--- src/rtl/pipe_ctrl_pkg.sv ---
// Shared types for the five-stage pipeline sequencing controller.
// Holds the FSM state encoding, drain length and the bundled stage controls.
package pipe_ctrl_pkg;

    typedef enum logic [1:0] {
        RUN      = 2'd0,
        MEM_WAIT = 2'd1,
        DRAIN    = 2'd2,
        HALTED   = 2'd3
    } ctrl_state_e;

    localparam int unsigned DRAIN_CYCLES = 2;

    typedef struct packed {
        logic pc_en;
        logic if_id_en;
        logic id_ex_en;
        logic ex_mem_en;
        logic mem_wb_en;
        logic if_id_flush;
        logic id_ex_flush;
        logic mem_wb_flush;
    } pipe_ctrl_s;

    function automatic pipe_ctrl_s ctrl_default();
        pipe_ctrl_s c;
        c = '0;
        c.pc_en     = 1'b1;
        c.if_id_en  = 1'b1;
        c.id_ex_en  = 1'b1;
        c.ex_mem_en = 1'b1;
        c.mem_wb_en = 1'b1;
        return c;
    endfunction

endpackage

--- src/rtl/pipe_ctrl_load_use.sv ---
// Load-use hazard detection: a load in EX whose destination feeds the
// instruction currently in IF/ID.
module load_use_detect
    import pipe_ctrl_pkg::*;
(
    input  logic [4:0] id_rs1,
    input  logic [4:0] id_rs2,
    input  logic       id_uses_rs2,
    input  logic       ex_memread,
    input  logic [4:0] ex_rd,
    output logic       hazard
);

    always_comb begin
        hazard = ex_memread && (ex_rd != 5'd0) &&
                 ((ex_rd == id_rs1) || (id_uses_rs2 && (ex_rd == id_rs2)));
    end

endmodule

--- src/rtl/pipe_ctrl.sv ---
// Pipeline sequencing controller: load-use stalls, redirect squashes,
// data-memory wait states, halt drain and a saturating stall counter.
module pipe_ctrl
    import pipe_ctrl_pkg::*;
#(
    parameter int unsigned MAX_WAIT = 15,
    parameter int unsigned CNT_W    = 16
) (
    input  logic             clk,
    input  logic             reset,
    input  logic [4:0]       id_rs1,
    input  logic [4:0]       id_rs2,
    input  logic             id_uses_rs2,
    input  logic             ex_memread,
    input  logic [4:0]       ex_rd,
    input  logic             ex_redirect,
    input  logic             ex_halt,
    input  logic             mem_access,
    input  logic             dmem_ready,
    output logic             pc_en,
    output logic             if_id_en,
    output logic             id_ex_en,
    output logic             ex_mem_en,
    output logic             mem_wb_en,
    output logic             if_id_flush,
    output logic             id_ex_flush,
    output logic             mem_wb_flush,
    output logic             halted,
    output logic             mem_err,
    output logic [1:0]       state,
    output logic [CNT_W-1:0] stall_cnt
);

    localparam int unsigned WAIT_W  = $clog2(MAX_WAIT + 1);
    localparam int unsigned DRAIN_W = $clog2(DRAIN_CYCLES + 1);

    ctrl_state_e        state_q, state_d;
    logic [WAIT_W-1:0]  wait_q, wait_d;
    logic [DRAIN_W-1:0] drain_q, drain_d;
    logic               ret_drain_q, ret_drain_d;
    logic               err_q, err_d;
    logic [CNT_W-1:0]   stall_q;
    logic               load_use;
    logic               eval_en, eval_drain;
    pipe_ctrl_s         ctrl;

    load_use_detect u_load_use (
        .id_rs1      (id_rs1),
        .id_rs2      (id_rs2),
        .id_uses_rs2 (id_uses_rs2),
        .ex_memread  (ex_memread),
        .ex_rd       (ex_rd),
        .hazard      (load_use)
    );

    always_ff @(posedge clk or negedge reset) begin
        if (!reset) begin
            state_q     <= RUN;
            wait_q      <= '0;
            drain_q     <= '0;
            ret_drain_q <= 1'b0;
            err_q       <= 1'b0;
            stall_q     <= '0;
        end else begin
            state_q     <= state_d;
            wait_q      <= wait_d;
            drain_q     <= drain_d;
            ret_drain_q <= ret_drain_d;
            err_q       <= err_d;
            if (state_q != HALTED && !ctrl.pc_en && stall_q != '1)
                stall_q <= stall_q + 1'b1;
        end
    end

    // The MEM_WAIT release cycle is handled as an ordinary cycle of the
    // saved return state, so the RUN/DRAIN priority chain is shared.
    always_comb begin
        ctrl        = ctrl_default();
        state_d     = state_q;
        wait_d      = wait_q;
        drain_d     = drain_q;
        ret_drain_d = ret_drain_q;
        err_d       = err_q;
        eval_en     = 1'b0;
        eval_drain  = 1'b0;

        case (state_q)
            RUN: eval_en = 1'b1;
            DRAIN: begin
                eval_en    = 1'b1;
                eval_drain = 1'b1;
            end
            MEM_WAIT: begin
                if (!dmem_ready) begin
                    ctrl              = '0;
                    ctrl.mem_wb_en    = 1'b1;
                    ctrl.mem_wb_flush = 1'b1;
                    if (wait_q >= WAIT_W'(MAX_WAIT - 1)) begin
                        err_d   = 1'b1;
                        state_d = HALTED;
                    end else begin
                        wait_d = wait_q + 1'b1;
                    end
                end else begin
                    eval_en    = 1'b1;
                    eval_drain = ret_drain_q;
                    state_d    = ret_drain_q ? DRAIN : RUN;
                end
            end
            default: ctrl = '0;
        endcase

        if (eval_en) begin
            if (mem_access && !dmem_ready) begin
                ctrl              = '0;
                ctrl.mem_wb_en    = 1'b1;
                ctrl.mem_wb_flush = 1'b1;
                state_d           = MEM_WAIT;
                wait_d            = WAIT_W'(1);
                ret_drain_d       = eval_drain;
            end else if (eval_drain) begin
                ctrl.pc_en       = 1'b0;
                ctrl.if_id_en    = 1'b0;
                ctrl.id_ex_flush = 1'b1;
                if (drain_q <= DRAIN_W'(1)) begin
                    drain_d = '0;
                    state_d = HALTED;
                end else begin
                    drain_d = drain_q - 1'b1;
                end
            end else if (ex_halt) begin
                ctrl.pc_en       = 1'b0;
                ctrl.if_id_flush = 1'b1;
                ctrl.id_ex_flush = 1'b1;
                state_d          = DRAIN;
                drain_d          = DRAIN_W'(DRAIN_CYCLES);
            end else if (ex_redirect) begin
                ctrl.if_id_flush = 1'b1;
                ctrl.id_ex_flush = 1'b1;
            end else if (load_use) begin
                ctrl.pc_en       = 1'b0;
                ctrl.if_id_en    = 1'b0;
                ctrl.id_ex_flush = 1'b1;
            end
        end

        if (!reset)
            ctrl = '0;
    end

    assign pc_en        = ctrl.pc_en;
    assign if_id_en     = ctrl.if_id_en;
    assign id_ex_en     = ctrl.id_ex_en;
    assign ex_mem_en    = ctrl.ex_mem_en;
    assign mem_wb_en    = ctrl.mem_wb_en;
    assign if_id_flush  = ctrl.if_id_flush;
    assign id_ex_flush  = ctrl.id_ex_flush;
    assign mem_wb_flush = ctrl.mem_wb_flush;
    assign halted       = (state_q == HALTED);
    assign mem_err      = err_q;
    assign state        = state_q;
    assign stall_cnt    = stall_q;

endmodule

--- config.mk ---
export PLATFORM = sky130hd
export DESIGN_NAME = pipe_ctrl
export DESIGN_NICKNAME = d
export VERILOG_FILES = /design/src/rtl/pipe_ctrl_pkg.sv /design/src/rtl/pipe_ctrl_load_use.sv /design/src/rtl/pipe_ctrl.sv
export SDC_FILE = /design/constraint.sdc
export NUM_CORES = 1
export LEC_CHECK = 0
export CAP_MARGIN = 20
export CORE_ASPECT_RATIO = 1.1
export CORE_MARGIN = 4
export CORE_UTILIZATION = 50
export DETAILED_ROUTE_END_ITERATION = 7
export PLACE_DENSITY = 0.85
export SLEW_MARGIN = 20
export SYNTH_ARGS = -nofsm -noshare
export SYNTH_HDL_FRONTEND = slang
export SYNTH_SLANG_ARGS = --single-unit
--- constraint.sdc ---
create_clock -name clk -period 4.9 [get_ports clk]
set_input_delay 1.225 -clock clk [delete_from_list [all_inputs] [get_ports clk]]
set_output_delay 1.225 -clock clk [all_outputs]
set_load 0.01 [all_outputs]
Yosys cells after proc, flatten, opt, wreduce, memory -nomap -nowiden
Index checks and enable logic that the tools add are counted.
{"block": "word_totals", "reg_bits": 26, "latch_bits": 0, "mem_bits_rw": 0, "mem_bits_ro": 0, "inputBits": 23, "n_memories": 0}
{"block": "op_classes", "n_addsub": 3, "mul": 0, "n_div": 0, "magnitude_cmp": 2, "n_eq_ne": 7, "n_shift": 0, "mux": 40, "bitwise": 2, "n_reduce_logical": 16}
{"cell": "2-to-1 mux 2 bit", "count": 18}
{"cell": "2-to-1 mux 8 bit", "count": 3}
{"cell": "2-to-1 mux 4 bit", "count": 5}
{"cell": "adder 16 x 1 -> 16 bit, second input constant", "count": 1}
{"cell": "inequality test 16 bit, second input constant", "count": 1}
{"cell": "one-hot mux 8 bit (2 select lines)", "count": 1}
{"cell": "== test 5 bit", "count": 2}
{"cell": "2-to-1 mux 1 bit", "count": 10}
{"cell": "logical AND 1 bit", "count": 6}
{"cell": "AND reduction 3 bit", "count": 2}
{"cell": "nonzero test 5 bit", "count": 1}
{"cell": "adder 4 x 1 -> 4 bit, second input constant", "count": 1}
{"cell": "== test 2 bit, second input constant", "count": 2}
{"cell": "greater-or-equal comparator 4 bit, second input constant", "count": 1}
{"cell": "one-hot mux 1 bit (2 select lines)", "count": 2}
{"cell": "2-to-1 mux 3 bit", "count": 1}
{"cell": "== test 2 x 1 -> 1 bit, second input constant", "count": 1}
{"cell": "less-or-equal comparator 2 x 1 -> 1 bit, second input constant", "count": 1}
{"cell": "logical NOT 1 bit", "count": 2}
{"cell": "logical NOT 2 bit", "count": 1}
{"cell": "inequality test 2 bit, second input constant", "count": 1}
{"cell": "inverter 1 bit", "count": 2}
{"cell": "AND reduction 2 bit", "count": 1}
{"cell": "nonzero test 2 bit", "count": 1}
{"cell": "3 further kinds", "count": 3}

Logic depth before layout (Yosys ltp)
{"block": "depth", "word_depth": 14, "depth_mapped": 9}

Hierarchy
A second synthesis with hierarchy kept.
{"block": "hier_totals", "cells_unflattened": 160, "hier_area_um2": 1585.3}
{"mod": "pipe_ctrl", "n_inst": 1, "cells_per_inst": 143, "area_each_um2": 1452.6}
{"mod": "load_use_detect", "n_inst": 1, "cells_per_inst": 17, "area_each_um2": 132.6}

Worst setup path before layout
OpenSTA, ideal clock, no wires.
{"block": "synth_timing", "path_kind": "input to output", "startpoint": "input ex_rd[4]", "endpoint": "output pc_en", "arrival_time_ns": 2.453, "required_time_ns": 3.675, "path_slack_ns": 1.222, "stages": 6, "path_buffers": 1, "path_cell_list": "xor2_1 > nor4_2 > a32oi_1 > o311ai_4 > buf_6 > inv_1"}
{"block": "synth_between", "elab_chain_len": 11}
{"element": "start: declaration", "line": "pipe_ctrl.sv:15", "source": "input logic [4:0] ex_rd,"}
{"element": "== test 5 bit", "line": "pipe_ctrl_load_use.sv:16", "source": "((ex_rd == id_rs1) || (id_uses_rs2 && (ex_rd == id_rs2)));"}
{"element": "logical AND 1 bit", "line": "pipe_ctrl_load_use.sv:16"}
{"element": "logical OR 1 bit", "line": "pipe_ctrl_load_use.sv:16"}
{"element": "logical AND 1 bit *", "line": "pipe_ctrl_load_use.sv:15", "source": "hazard = ex_memread && (ex_rd != 5'd0) &&"}
{"element": "2-to-1 mux 2 bit *", "line": "pipe_ctrl.sv:140", "source": "end else if (load_use) begin"}
{"element": "2-to-1 mux 2 bit *", "line": "pipe_ctrl.sv:137", "source": "end else if (ex_redirect) begin"}
{"element": "2-to-1 mux 1 bit *", "line": "pipe_ctrl.sv:131", "source": "end else if (ex_halt) begin"}
{"element": "2-to-1 mux 2 bit *", "line": "pipe_ctrl.sv:121", "source": "end else if (eval_drain) begin"}
{"element": "2-to-1 mux 2 bit *", "line": "pipe_ctrl.sv:114", "source": "if (mem_access && !dmem_ready) begin"}
{"element": "2-to-1 mux 8 bit *", "line": "pipe_ctrl.sv:113", "source": "if (eval_en) begin"}
{"element": "2-to-1 mux 8 bit *", "line": "pipe_ctrl.sv:147", "source": "if (!reset)"}
{"element": "end: declaration", "line": "pipe_ctrl.sv:20", "source": "output logic pc_en,"}
Mark *: on every way between the ends. The rest lies on a longest branch, timed or not.

Worst setup path after layout
{"block": "layout_timing", "startpoint": "input ex_rd[0]", "endpoint": "output id_ex_flush"}
{"block": "layout_between", "elab_chain_len": 11}
{"element": "== test 5 bit", "line": "pipe_ctrl_load_use.sv:16"}
{"element": "logical AND 1 bit", "line": "pipe_ctrl_load_use.sv:16"}
{"element": "logical OR 1 bit", "line": "pipe_ctrl_load_use.sv:16"}
{"element": "logical AND 1 bit *", "line": "pipe_ctrl_load_use.sv:15"}
{"element": "2-to-1 mux 1 bit *", "line": "pipe_ctrl.sv:140"}
{"element": "2-to-1 mux 1 bit *", "line": "pipe_ctrl.sv:137"}
{"element": "2-to-1 mux 2 bit *", "line": "pipe_ctrl.sv:131"}
{"element": "2-to-1 mux 1 bit *", "line": "pipe_ctrl.sv:121"}
{"element": "2-to-1 mux 2 bit *", "line": "pipe_ctrl.sv:114"}
{"element": "2-to-1 mux 8 bit *", "line": "pipe_ctrl.sv:113"}
{"element": "2-to-1 mux 8 bit *", "line": "pipe_ctrl.sv:147"}
{"element": "end: declaration", "line": "pipe_ctrl.sv:26", "source": "output logic id_ex_flush,"}
Marked as above.

==> flow_metrics.env <==
export IMPL_via_per_inst=5.71
export IMPL_finalMaxSlewViolations=0
export IMPL_portBuffers=50
export IMPL_grt_pass1_wl_um=6340
export IMPL_min_path_type="flip-flop to flip-flop"
export IMPL_rr_worst_depth=9
export IMPL_fp_dieArea_mm2=0.00423
export IMPL_clkTransAtPathRegs_ns=0.13
export IMPL_fin_setup_tns_ns=0
export IMPL_firstDrtPassIters=4
export IMPL_synth_seq_cells=26
export IMPL_final_setup_viol_count=0
export IMPL_critical_path_class="input pin to primary output"
export IMPL_syn_area_mm2=0.00163
export IMPL_holdPathEnd="mem_err$_DFFE_PN0P_"
export IMPL_reg2reg_to="stall_cnt[1]$_DFFE_PN0P_"
export IMPL_io_pins=51
export IMPL_synth_top_area_cell="dfrtp_1"
export IMPL_track_usage_pct=18.2
export IMPL_core_area_mm2=0.00307
export IMPL_min_delay_start="mem_err$_DFFE_PN0P_"
export IMPL_whs_path_depth=1
export IMPL_cts_sinks=26
export IMPL_worstPathMaxFanout=3
export IMPL_fin_cells=249
export IMPL_crit_arrival_ns=3.43
export IMPL_drv_cap=0
export IMPL_cts_root_buffer="clkbuf_4"
export IMPL_grt_pass1_vias=1426
export IMPL_leakage_nw=0.981
export IMPL_r2r_start="state[1]$_DFF_PN0_"
export IMPL_final_net_count=247
export IMPL_h_tree_depth=1
export IMPL_fin_crit_sh_pct=95.1
export IMPL_fmax_mhz=215
export IMPL_holdWs_ns=0.474
export IMPL_fin_skew_ns=0.00828
export IMPL_rsz0062_at_grt="no"
export IMPL_synth_seq_area_share_pct=40.0
export IMPL_required_ns=3.67
export IMPL_synth_edf_count=0
export IMPL_syn_area_per_cell_um2=9.99
export IMPL_postCtsHoldBufs=0
export IMPL_grt_max_degree=27
export IMPL_antenna_found_initial=0
export IMPL_ys_flop_type="dfrtp_1"
export IMPL_relSlewSlack_pct=49.8
export IMPL_cp_start_kind="input pin"
export IMPL_clockBufferDepth=2
export IMPL_antenna_cells=0
export IMPL_hold_violations=0
export IMPL_drtIter0Drc=73
export IMPL_synthTopCellsByArea="dfrtp_1 40%, xnor2_1 9.1%, ha_1 5.4%"
export IMPL_cts_tree="done"
export IMPL_rows=21
export IMPL_status="completed"
export IMPL_final_core_util_pct=71.1
export IMPL_wl_per_cell_um=15.5
export IMPL_syn_to_final_growth_pct=34.2
export IMPL_post_cts_buffers=0
export IMPL_mostFrequentLayoutCell="clkdlybuf4s50_1"
export IMPL_fin_area_mm2=0.00218
export IMPL_worst_slew_pin_slew_ns=0.753
export IMPL_syn_inst=163
export IMPL_synthArstFlopShare_pct=100
export IMPL_period_minus_slack_ns=4.66
export IMPL_gr_total_overflow=0
export IMPL_layout_common_cells="50 x clkdlybuf4s50_1, 26 x dfrtp_1, 17 x xnor2_1"
export IMPL_num_vias=1421
export IMPL_place_congestion=0.810
export IMPL_ys_warn_count=0
export IMPL_r2r_setup_slack_ns=2.33
export IMPL_die_h_um=67.8
export IMPL_place_area_mm2=0.00216
export IMPL_totalWireLength_um=3850
export IMPL_vdd_drop_max_mv=0.299
export IMPL_antenna_left=0
export IMPL_endpoint_kind="primary output"
export IMPL_drive_gt1_share_pct=6.98
export IMPL_start_util_pct=53.0
export IMPL_syn_num_nets=193
export IMPL_yosysTopAreaCellShare_pct=40.0
export IMPL_cts_resized=0
export IMPL_hpwl_um=3040
export IMPL_clock_latency_ns=0.32
export IMPL_drc=0
export IMPL_cts_made_buffers=3
export IMPL_dp_cells=246
export IMPL_ys_types=42
export IMPL_powerDensity_mw_per_mm2=417
export IMPL_die_x_um=62.4
per-stage QoR:
step,worst slack (ns),power (mW)
2_1_floorplan,1.22,0.620
3_3_place_gp,0.316,0.795
3_5_place_dp,0.250,0.823
4_1_cts,0.242,0.913
5_1_grt,0.158,0.986
6_report,0.242,0.911
logic make-up (layout without fill, tap and decap cells):
| kind of cell | Yosys count | count (layout) | share of synthesized area (%) |
|---|---|---|---|
| and+or+nand+nor | 62 | 62 | 22.9 |
| AOI/OAI and AO/OA | 29 | 29 | 12.8 |
| xor gates and xnor gates | 26 | 26 | 14.0 |
| DFF | 26 | 26 | 40.0 |
| buffers and inverters | 11 | 63 | 3.54 |
| adders and majority gates | 7 | 7 | 5.38 |
| muxes | 2 | 2 | 1.38 |
critical path: stages:
cell,delay (ns)
clkdlybuf4s50_1,0.47
or4_1,0.55
o21ai_1,0.27
nor2_1,0.10
o41a_1,0.33
clkdlybuf4s50_1,0.49
registers in the layout (all words and copies together) (netlist names):
signal and count:
mem_err 1, ret_drain_q 1, drain_q 2, wait_q 4, state 2, stall_cnt 16
routing by layer:
| layer | routed length (µm) | up-vias | GRT usage (%) |
|---|---|---|---|
| met5 | 0 | - | 0 |
| met4 | 38 | 0 | 5.84 |
| met3 | 244 | 4 | 4.27 |
| met2 | 1920 | 44 | 33.2 |
| met1 | 1660 | 686 | 21.3 |
| li1 | - | 687 | - |
final cells by class:
type                            instances  area (µm²)
Inverter                                7        26.3
Multi-Input combinational cell        126         920
Fill cell                             226         890
Timing Repair Buffer                   53         523
Sequential cell                        26         651
Tap cell                               34        42.5
Clock buffer                            3        22.5
how the worst max path moves through the flow:
stage / from / endpoint / slack (ns) / cells after the start
finish: ex_rd[0] / id_ex_flush / 0.24 / 6
global placement: ex_rd[0] / id_ex_flush / 0.32 / 6
global route: ex_rd[0] / id_ex_flush / 0.16 / 6
floorplan: ex_rd[4] / pc_en / 1.22 / 6
CTS: ex_rd[0] / id_ex_flush / 0.24 / 6
detailed placement: ex_rd[0] / id_ex_flush / 0.25 / 6
power by group:
part           internal (mW)  switching, mW  total [mW]
Combinational          0.241          0.245       0.486
Clock                 0.0287         0.0611      0.0899
Sequential             0.272         0.0628       0.335
Total                  0.542          0.369       0.911
synthesized netlist by cell type, types with 2 or more instances:
cell / count
dfrtp_1: 26
xnor2_1: 17
nor2_1: 13
and3_1: 9
xor2_1: 9
o21ai_0: 8
ha_1: 7
inv_1: 7
nand2_1: 7
a21oi_1: 6
nand3_1: 6
and2_1: 4
and4_1: 4
nand4_1: 4
a21o_1: 3
nand4_2: 3
buf_4: 2
nor2b_1: 2
nor3_1: 2
o31ai_1: 2
Note: power is estimated with default switching activity, not from simulation.
